<file path="src/rtl/mac_acc_if.sv">
// Beat-in / result-out bundle for the pipelined MAC accumulator.
// The producer (window feed) drives the beat side through the master modport.
// The MAC drives the result side through the slave modport.
interface mac_acc_if #(
  parameter int INPUT_NUM  = 4,
  parameter int WDP        = 9,
  parameter int WDP_WEIGHT = 9,
  parameter int WDP_BIAS   = 13,
  parameter int WDP_OUT    = 9
);
  logic                            clr;
  logic                            d_en;
  logic [WDP*INPUT_NUM-1:0]        d;
  logic [WDP_WEIGHT*INPUT_NUM-1:0] w;
  logic signed [WDP_BIAS-1:0]      bias;
  logic                            q_en_b1;
  logic                            q_en;
  logic signed [WDP_OUT-1:0]       q;

  modport master (
    output clr, d_en, d, w, bias,
    input  q_en_b1, q_en, q
  );

  modport slave (
    input  clr, d_en, d, w, bias,
    output q_en_b1, q_en, q
  );
endinterface

</file>
<file path="src/rtl/mac_acc.sv">
// Pipelined multi-channel MAC with temporal accumulation.
// Pipeline: input register -> multiply -> registered adder tree -> accumulator
// -> bias / requantise / ReLU / saturate. Each beat carries its own valid,
// first/last and bias tags down the pipe, so idle cycles between beats are harmless.
module mac_acc #(
  parameter int INPUT_NUM  = 4,
  parameter int WDP        = 9,
  parameter int WDP_WEIGHT = 9,
  parameter int WDP_BIAS   = 13,
  parameter int WDP_ACC    = 24,
  parameter int WDP_OUT    = 9,
  parameter int ACC_LEN    = 9,
  parameter int SHIFT      = 6,
  parameter int RELU_EN    = 1
) (
  input logic      clk,
  input logic      rstn,
  mac_acc_if.slave bus
);

  localparam int LEVELS = $clog2(INPUT_NUM);
  localparam int PAD    = 1 << LEVELS;
  localparam int CW     = (ACC_LEN > 1) ? $clog2(ACC_LEN) : 1;
  // Two guard bits so bias addition and rounding never wrap before saturation.
  localparam int W      = WDP_ACC + 2;
  localparam int SH1    = (SHIFT > 0) ? SHIFT - 1 : 0;
  localparam logic signed [W-1:0] RND   = (SHIFT > 0) ? (W'(1) << SH1) : W'(0);
  localparam logic signed [W-1:0] R_MAX = W'((1 << (WDP_OUT - 1)) - 1);
  localparam logic signed [W-1:0] R_MIN = ~R_MAX;
  localparam logic [CW-1:0] CNT_LAST = CW'(ACC_LEN - 1);

  logic [CW-1:0]              cnt;
  logic                       beat_first;
  logic                       beat_last;

  logic signed [WDP-1:0]        lane_d [PAD];
  logic signed [WDP_WEIGHT-1:0] lane_w [PAD];

  logic                         in_vld;
  logic                         in_first;
  logic                         in_last;
  logic signed [WDP_BIAS-1:0]   in_bias;
  logic signed [WDP-1:0]        in_d [PAD];
  logic signed [WDP_WEIGHT-1:0] in_w [PAD];

  logic signed [WDP_ACC-1:0]  node [LEVELS+1][PAD];
  logic [LEVELS:0]            p_vld;
  logic [LEVELS:0]            p_first;
  logic [LEVELS:0]            p_last;
  logic signed [WDP_BIAS-1:0] p_bias [LEVELS+1];

  logic signed [WDP_ACC-1:0]  acc;
  logic                       acc_vld;
  logic                       acc_last;
  logic signed [WDP_BIAS-1:0] acc_bias;

  logic signed [W-1:0]        t;
  logic signed [W-1:0]        r;
  logic signed [WDP_OUT-1:0]  q_next;
  logic signed [WDP_OUT-1:0]  q_reg;
  logic                       q_en_reg;

  function automatic logic signed [WDP_ACC-1:0] mul_ext(
    input logic signed [WDP-1:0]        a,
    input logic signed [WDP_WEIGHT-1:0] b
  );
    logic signed [WDP+WDP_WEIGHT-1:0] p;
    p = a * b;
    return WDP_ACC'(p);
  endfunction

  assign beat_first = (cnt == '0);
  assign beat_last  = (cnt == CNT_LAST);

  // Unpack the channel lanes (channel 0 sits in the MSBs); padded lanes are zero.
  for (genvar gi = 0; gi < PAD; gi++) begin : g_lane
    if (gi < INPUT_NUM) begin : g_real
      assign lane_d[gi] = bus.d[WDP*(INPUT_NUM-gi)-1 -: WDP];
      assign lane_w[gi] = bus.w[WDP_WEIGHT*(INPUT_NUM-gi)-1 -: WDP_WEIGHT];
    end else begin : g_pad
      assign lane_d[gi] = '0;
      assign lane_w[gi] = '0;
    end
  end

  // Beat position within the group; a flush restarts the group.
  always_ff @(posedge clk or negedge rstn) begin
    if (!rstn) begin
      cnt <= '0;
    end else if (bus.clr) begin
      cnt <= '0;
    end else if (bus.d_en) begin
      cnt <= beat_last ? '0 : cnt + CW'(1);
    end
  end

  // Input register: capture the beat with its tags; a beat coinciding with a flush is dropped.
  always_ff @(posedge clk or negedge rstn) begin
    if (!rstn) begin
      in_vld   <= 1'b0;
      in_first <= 1'b0;
      in_last  <= 1'b0;
      in_bias  <= '0;
      for (int i = 0; i < PAD; i++) begin
        in_d[i] <= '0;
        in_w[i] <= '0;
      end
    end else begin
      in_vld   <= bus.d_en & ~bus.clr;
      in_first <= beat_first;
      in_last  <= beat_last;
      in_bias  <= bus.bias;
      for (int i = 0; i < PAD; i++) begin
        in_d[i] <= lane_d[i];
        in_w[i] <= lane_w[i];
      end
    end
  end

  // Multiply stage (level 0) followed by the pairwise reduction levels.
  always_ff @(posedge clk or negedge rstn) begin
    if (!rstn) begin
      p_vld   <= '0;
      p_first <= '0;
      p_last  <= '0;
      for (int l = 0; l <= LEVELS; l++) begin
        p_bias[l] <= '0;
        for (int i = 0; i < PAD; i++) begin
          node[l][i] <= '0;
        end
      end
    end else begin
      p_vld[0]   <= in_vld & ~bus.clr;
      p_first[0] <= in_first;
      p_last[0]  <= in_last;
      p_bias[0]  <= in_bias;
      for (int i = 0; i < PAD; i++) begin
        node[0][i] <= mul_ext(in_d[i], in_w[i]);
      end
      for (int l = 1; l <= LEVELS; l++) begin
        p_vld[l]   <= p_vld[l-1] & ~bus.clr;
        p_first[l] <= p_first[l-1];
        p_last[l]  <= p_last[l-1];
        p_bias[l]  <= p_bias[l-1];
        for (int i = 0; i < (PAD >> l); i++) begin
          node[l][i] <= node[l-1][2*i] + node[l-1][2*i+1];
        end
      end
    end
  end

  // Temporal accumulator: a first beat restarts the sum, later beats add on (wrapping).
  always_ff @(posedge clk or negedge rstn) begin
    if (!rstn) begin
      acc      <= '0;
      acc_vld  <= 1'b0;
      acc_last <= 1'b0;
      acc_bias <= '0;
    end else if (bus.clr) begin
      acc      <= '0;
      acc_vld  <= 1'b0;
      acc_last <= 1'b0;
    end else begin
      acc_vld  <= p_vld[LEVELS];
      acc_last <= p_last[LEVELS];
      if (p_vld[LEVELS]) begin
        acc      <= p_first[LEVELS] ? node[LEVELS][0] : acc + node[LEVELS][0];
        acc_bias <= p_bias[LEVELS];
      end
    end
  end

  // Bias, round-half-up shift, optional ReLU, then clamp to the output range.
  always_comb begin
    t      = W'(acc) + W'(acc_bias);
    r      = (t + RND) >>> SHIFT;
    q_next = r[WDP_OUT-1:0];
    if ((RELU_EN != 0) && (r < 0)) begin
      r = '0;
    end
    if (r > R_MAX) begin
      q_next = R_MAX[WDP_OUT-1:0];
    end else if (r < R_MIN) begin
      q_next = R_MIN[WDP_OUT-1:0];
    end else begin
      q_next = r[WDP_OUT-1:0];
    end
  end

  // Result register: q updates only when a completed group leaves the accumulator.
  always_ff @(posedge clk or negedge rstn) begin
    if (!rstn) begin
      q_reg    <= '0;
      q_en_reg <= 1'b0;
    end else if (bus.clr) begin
      q_en_reg <= 1'b0;
    end else begin
      q_en_reg <= acc_vld & acc_last;
      if (acc_vld && acc_last) begin
        q_reg <= q_next;
      end
    end
  end

  assign bus.q_en_b1 = acc_vld & acc_last;
  assign bus.q_en    = q_en_reg;
  assign bus.q       = q_reg;

endmodule
</file>
<file path="src/flat_wrapper.sv">
// flat-port wrapper written by rule: the top's interface ports become plain ports
module mac_acc_flat 
#(
  parameter int INPUT_NUM  = 4,
  parameter int WDP        = 9,
  parameter int WDP_WEIGHT = 9,
  parameter int WDP_BIAS   = 13,
  parameter int WDP_ACC    = 24,
  parameter int WDP_OUT    = 9,
  parameter int ACC_LEN    = 9,
  parameter int SHIFT      = 6,
  parameter int RELU_EN    = 1
)
  (clk, rstn, bus_clr, bus_d_en, bus_d, bus_w, bus_bias, bus_q_en_b1, bus_q_en, bus_q);
  mac_acc_if #(.INPUT_NUM(INPUT_NUM), .WDP(WDP), .WDP_WEIGHT(WDP_WEIGHT), .WDP_BIAS(WDP_BIAS), .WDP_OUT(WDP_OUT)) bus_i ();
  input logic clk;
  input logic rstn;
  input wire logic [$bits(bus_i.clr)-1:0] bus_clr;
  input wire logic [$bits(bus_i.d_en)-1:0] bus_d_en;
  input wire logic [$bits(bus_i.d)-1:0] bus_d;
  input wire logic [$bits(bus_i.w)-1:0] bus_w;
  input wire logic [$bits(bus_i.bias)-1:0] bus_bias;
  output wire logic [$bits(bus_i.q_en_b1)-1:0] bus_q_en_b1;
  output wire logic [$bits(bus_i.q_en)-1:0] bus_q_en;
  output wire logic [$bits(bus_i.q)-1:0] bus_q;
  assign bus_i.clr = bus_clr;
  assign bus_i.d_en = bus_d_en;
  assign bus_i.d = bus_d;
  assign bus_i.w = bus_w;
  assign bus_i.bias = bus_bias;
  assign bus_q_en_b1 = bus_i.q_en_b1;
  assign bus_q_en = bus_i.q_en;
  assign bus_q = bus_i.q;
  mac_acc #(.INPUT_NUM(INPUT_NUM), .WDP(WDP), .WDP_WEIGHT(WDP_WEIGHT), .WDP_BIAS(WDP_BIAS), .WDP_ACC(WDP_ACC), .WDP_OUT(WDP_OUT), .ACC_LEN(ACC_LEN), .SHIFT(SHIFT), .RELU_EN(RELU_EN)) u_core (.clk(clk), .rstn(rstn), .bus(bus_i));
endmodule
</file>
<file path="config.mk">
export PLATFORM = sky130hd
export DESIGN_NAME = mac_acc_flat
export DESIGN_NICKNAME = d
export VERILOG_FILES = /design/src/rtl/mac_acc_if.sv /design/src/rtl/mac_acc.sv /design/src/flat_wrapper.sv
export SDC_FILE = /design/constraint.sdc
export NUM_CORES = 1
export LEC_CHECK = 0
export ABC_AREA = 1
export ABC_CLOCK_PERIOD_IN_PS = 14020
export CORE_MARGIN = 3
export CORE_UTILIZATION = 61
export CTS_CLUSTER_SIZE = 40
export DETAILED_ROUTE_END_ITERATION = 12
export PLACE_DENSITY_LB_ADDON = 0.15
export SLEW_MARGIN = 15
export SYNTH_ARGS = -nofsm -noshare
export SYNTH_HDL_FRONTEND = slang
export SYNTH_SLANG_ARGS = --single-unit
</file>
<file path="constraint.sdc">
create_clock -name clk -period 14.02 [get_ports clk]
set_clock_uncertainty 0.2 [all_clocks]
set_input_delay 1.402 -clock clk [delete_from_list [all_inputs] [get_ports clk]]
set_output_delay 1.402 -clock clk [all_outputs]
set_load 0.01 [all_outputs]
</file>
==> summary.txt <==
STA
  • Final setup fails: 0
  • Max Fclk: 185 MHz
  • Setup_tns: 0 ns
  • Rel. slew slack: 21.1%
  • Least-Margin Pin Slew: 1.18 ns
  • Post-route minimum period: 5.42 ns
  • Final period utilization: roughly two fifths
  • Final Hold Viols: 0
  • Unrepaired setup endpoints after global routing: no
  • Final Max Slew Viols: 0

Run
  • Max Cap Viol: 0

Floorplanning
  • Row cnt: between 70 and 80
  • Die width: 216 µm
  • Die area: 46800 µm²
  • Core Region: between 40000 and 50000 µm²
  • I/O Pins: 100
  • Initial Util: between 60% and 70%
  • Chip height: 216 µm

Worst setup path
  • CP Class: reg2reg
  • Crit-path cells: inv_1, or2_2, fa_1, fa_1, inv_1, fa_1, fa_1, fa_1, ha_1, a21oi_1, nand2_1, a21oi_1, o21ai_0, a21boi_0, o21ai_0, a21oi_1, xor2_1
  • Most used cell, CP: fa_1
  • Startpoint types: register
  • CP Capture Type: register
  • Largest fanout on the critical path: 9
  • Max incr delay on CP: 0.51 ns
  • CP Data Required Time: 14.30 ns
  • Slowest cell on the critical path: fa_1
  • Critical path arrival: about 5.7 ns

CTS
  • Sink Count: around 320
  • CTS Root Cell: clkbuf_16
  • CTS tree: yes
  • PostCTS Resize Cnt: 0
  • Clk_lat worst skew: 0.57 ns
  • Num CTS Buffers: 39
  • Clock Path Buffers: 3
  • Number of setup buffers added after CTS: 0
  • H-tree Lvls: 2
  • Clock Pin Slew Worst Setup and Hold Paths: 0.06 ns
  • # hold bufs at CTS: 0

Final layout
  • Largest Register: u_core.node
  • Share of cells above drive strength 1: under 10%
  • Largest regs: u_core.node x134, u_core.p_bias x39
  • Max reg flops: 134
  • Antenna cell count: 0
  • Fillers: ~3500
  • P&R area growth vs syn: 10.3%
  • Layout Nets: about 3800

Global routing
  • First-pass GRT wire length: ~97 mm
  • Vias in the first global route: 20400
  • Largest net degree at the start of global routing: between 100 and 150
  • Initial antenna violation count: 0
  • Grt ovf: 0
  • Tot GR Track Use: 25.3%

Yosys
  • EDFF count, synth: 0
  • Syn Area/Cell: 8.81 µm²
  • Async SR Flop Fraction: 100%
  • Mapped Cells: just over 3000
  • Cell variety after synth: between 40 and 50
  • Top_reg_cell synth: dfrtp_1
  • Post-Syn Area: 27000 µm²
  • Yosys reg bits: 323
  • Sequential element share of the synthesized area: 29.9%
  • Syn nets: 3715
  • Yosys warns: 0

Route
  • First-pass DRT Iterations: 5
  • Drt wl/cell: about 15 µm
  • DR iter-0 viols: 919
  • Routed via count: 19200
  • DR vias/cell: 5.13
  • Final WL: 55.7 mm
  • DRC errors left: 0
  • Remaining antenna violation count: 0

Pwr
  • IR drop worst, VDD: 0.000154 V
  • Leak Pwr: 16.3 nW
  • Power Dens Cells: 196 nW/µm²
  • Power, Total: just under 0.006 W

Placement
  • IO Port Bufs: 99
  • GP Congestion: ~0.9
  • Dpl hpwl: 44.5 mm

Outcome
  • Outcome: complete, no violations

Hold path
  • Hold Crit Class: reg2reg
power breakdown:
group	switching (W)	leakage (nW)	internal, W
combinational	0.00202	11.8	0.00144
sequential	0.000155	3.88	0.00121
clock	0.000424	0.646	0.000604
total	0.00260	16.3	0.00325
critical path: cells and delay by family, from the launching register on:
family,cells,cell delay (ns)
adders and majority gates,6,2.70
AOI/OAI and AO/OA,6,1.21
and+or+nand+nor,2,0.42
DFF,1,0.37
buffers and inverters,2,0.22
xor gates and xnor gates,1,0.19
synthesized netlist by cell type (4+ instances only):
| cell type | number | area share [%] |
|---|---|---|
| nand3b_1 | 8 | 0.22 |
| o211ai_1 | 7 | 0.19 |
| o21ai_1 | 7 | 0.13 |
| dfrtp_1 | 323 | 30 |
| xnor2_1 | 55 | 1.8 |
| nand4_1 | 12 | 0.28 |
| o22ai_1 | 4 | 0.093 |
| nor3_1 | 11 | 0.20 |
| xor2_1 | 85 | 2.8 |
| a21boi_0 | 4 | 0.11 |
| o21bai_1 | 11 | 0.31 |
| nor2_2 | 6 | 0.14 |
| nand3_1 | 70 | 1.3 |
| inv_1 | 673 | 9.4 |
| or2_2 | 29 | 0.67 |
| o21ai_0 | 107 | 2.0 |
| clkbuf_1 | 80 | 1.1 |
| a31oi_1 | 4 | 0.093 |
| a21oi_1 | 153 | 2.8 |
| ha_1 | 278 | 13 |
| nor2_1 | 131 | 1.8 |
| nand2_2 | 4 | 0.093 |
| fa_1 | 284 | 21 |
| nand2_1 | 682 | 9.5 |
layout by cell type (no fill, tap or decap), types with 4 or more instances in the layout:
master and n:
ha_1 278, nor2_2 8, o22ai_1 4, o21bai_1 11
clkbuf_1 4, nand3_1 70, buf_4 4, clkbuf_8 5
o21ai_1 7, clkdlybuf4s50_1 98, or2_2 29, dfrtp_1 323
a21boi_0 4, xor2_1 85, nand4_1 12, nand3b_1 8
nand2_1 682, clkinv_2 7, inv_1 673, a31oi_1 4
nand2_2 4, a21oi_1 153, fa_1 284, o211ai_1 7
clkbuf_16 39, xnor2_1 55, nor2_1 129, nor3_1 11
o21ai_0 107, inv_6 4
cell families (layout without fill, tap and decap cells):
| logic type | count (synthesis) | after routing | share of synthesized area, % |
|---|---|---|---|
| flip-flops | 323 | 323 | 29.9 |
| buffers and inverters | 756 | 850 | 10.5 |
| AO/OA/AOI/OAI | 313 | 313 | 6.26 |
| adder cells (fa/ha/maj) | 562 | 562 | 34.0 |
| AND/OR/NAND/NOR | 970 | 970 | 14.8 |
| XOR/XNOR | 140 | 140 | 4.54 |
metal layers:
| metal | vias up | share of wire, % | global-route usage (%) |
|---|---|---|---|
| met5 | - | 0 | 0 |
| met2 | 391 | 49 | 44.1 |
| met4 | 0 | 2.1 | 6.28 |
| met1 | 9311 | 44 | 34.1 |
| li1 | 9414 | - | - |
| met3 | 78 | 4.0 | 2.99 |
layout make-up:
class	instances	area, µm²	area share [%]
Clock buffer	48	1060	3.56
Multi-Input combinational cell	1985	16100	54.0
Tap cell	585	732	2.46
Clock inverter	23	267	0.895
Timing Repair Buffer	103	1030	3.45
Sequential cell	323	8080	27.1
Inverter	676	2540	8.52
through the flow:
stage | area, µm² | utilization [%] | std cells | worst slack (ns) | hold slack [ns]
after global placement | 28500 | 65.6 | 3672 | 8.84 | 0.134
after floorplan | 27000 | - | 3064 | 9.09 | 0.131
final | 29800 | 68.7 | 3743 | 8.60 | 0.147
after global routing | 29800 | 68.7 | 3743 | 8.29 | 0.150
after CTS | 29800 | 68.7 | 3743 | 8.65 | 0.148
after detailed placement | 28500 | 65.6 | 3672 | 8.73 | 0.135
worst paths after layout:
| check | startpoint | to | slack, ns | depth (start not counted) |
|---|---|---|---|---|
| min | u_core.in_bias[9] | u_core.p_bias[35] | 0.15 | 0 |
| max | u_core.in_w[35] | u_core.node[281] | 8.60 | 17 |
| max in group asynchronous | rstn | u_core.p_bias[19] | 11.35 | 2 |
| min reg2reg | u_core.in_bias[9] | u_core.p_bias[35] | 0.15 | 0 |
| max reg2reg | u_core.in_w[35] | u_core.node[281] | 8.60 | 17 |
| min in group asynchronous | rstn | u_core.bus.q[5] | 0.67 | 1 |
Note: power is estimated with default switching activity, not from simulation.
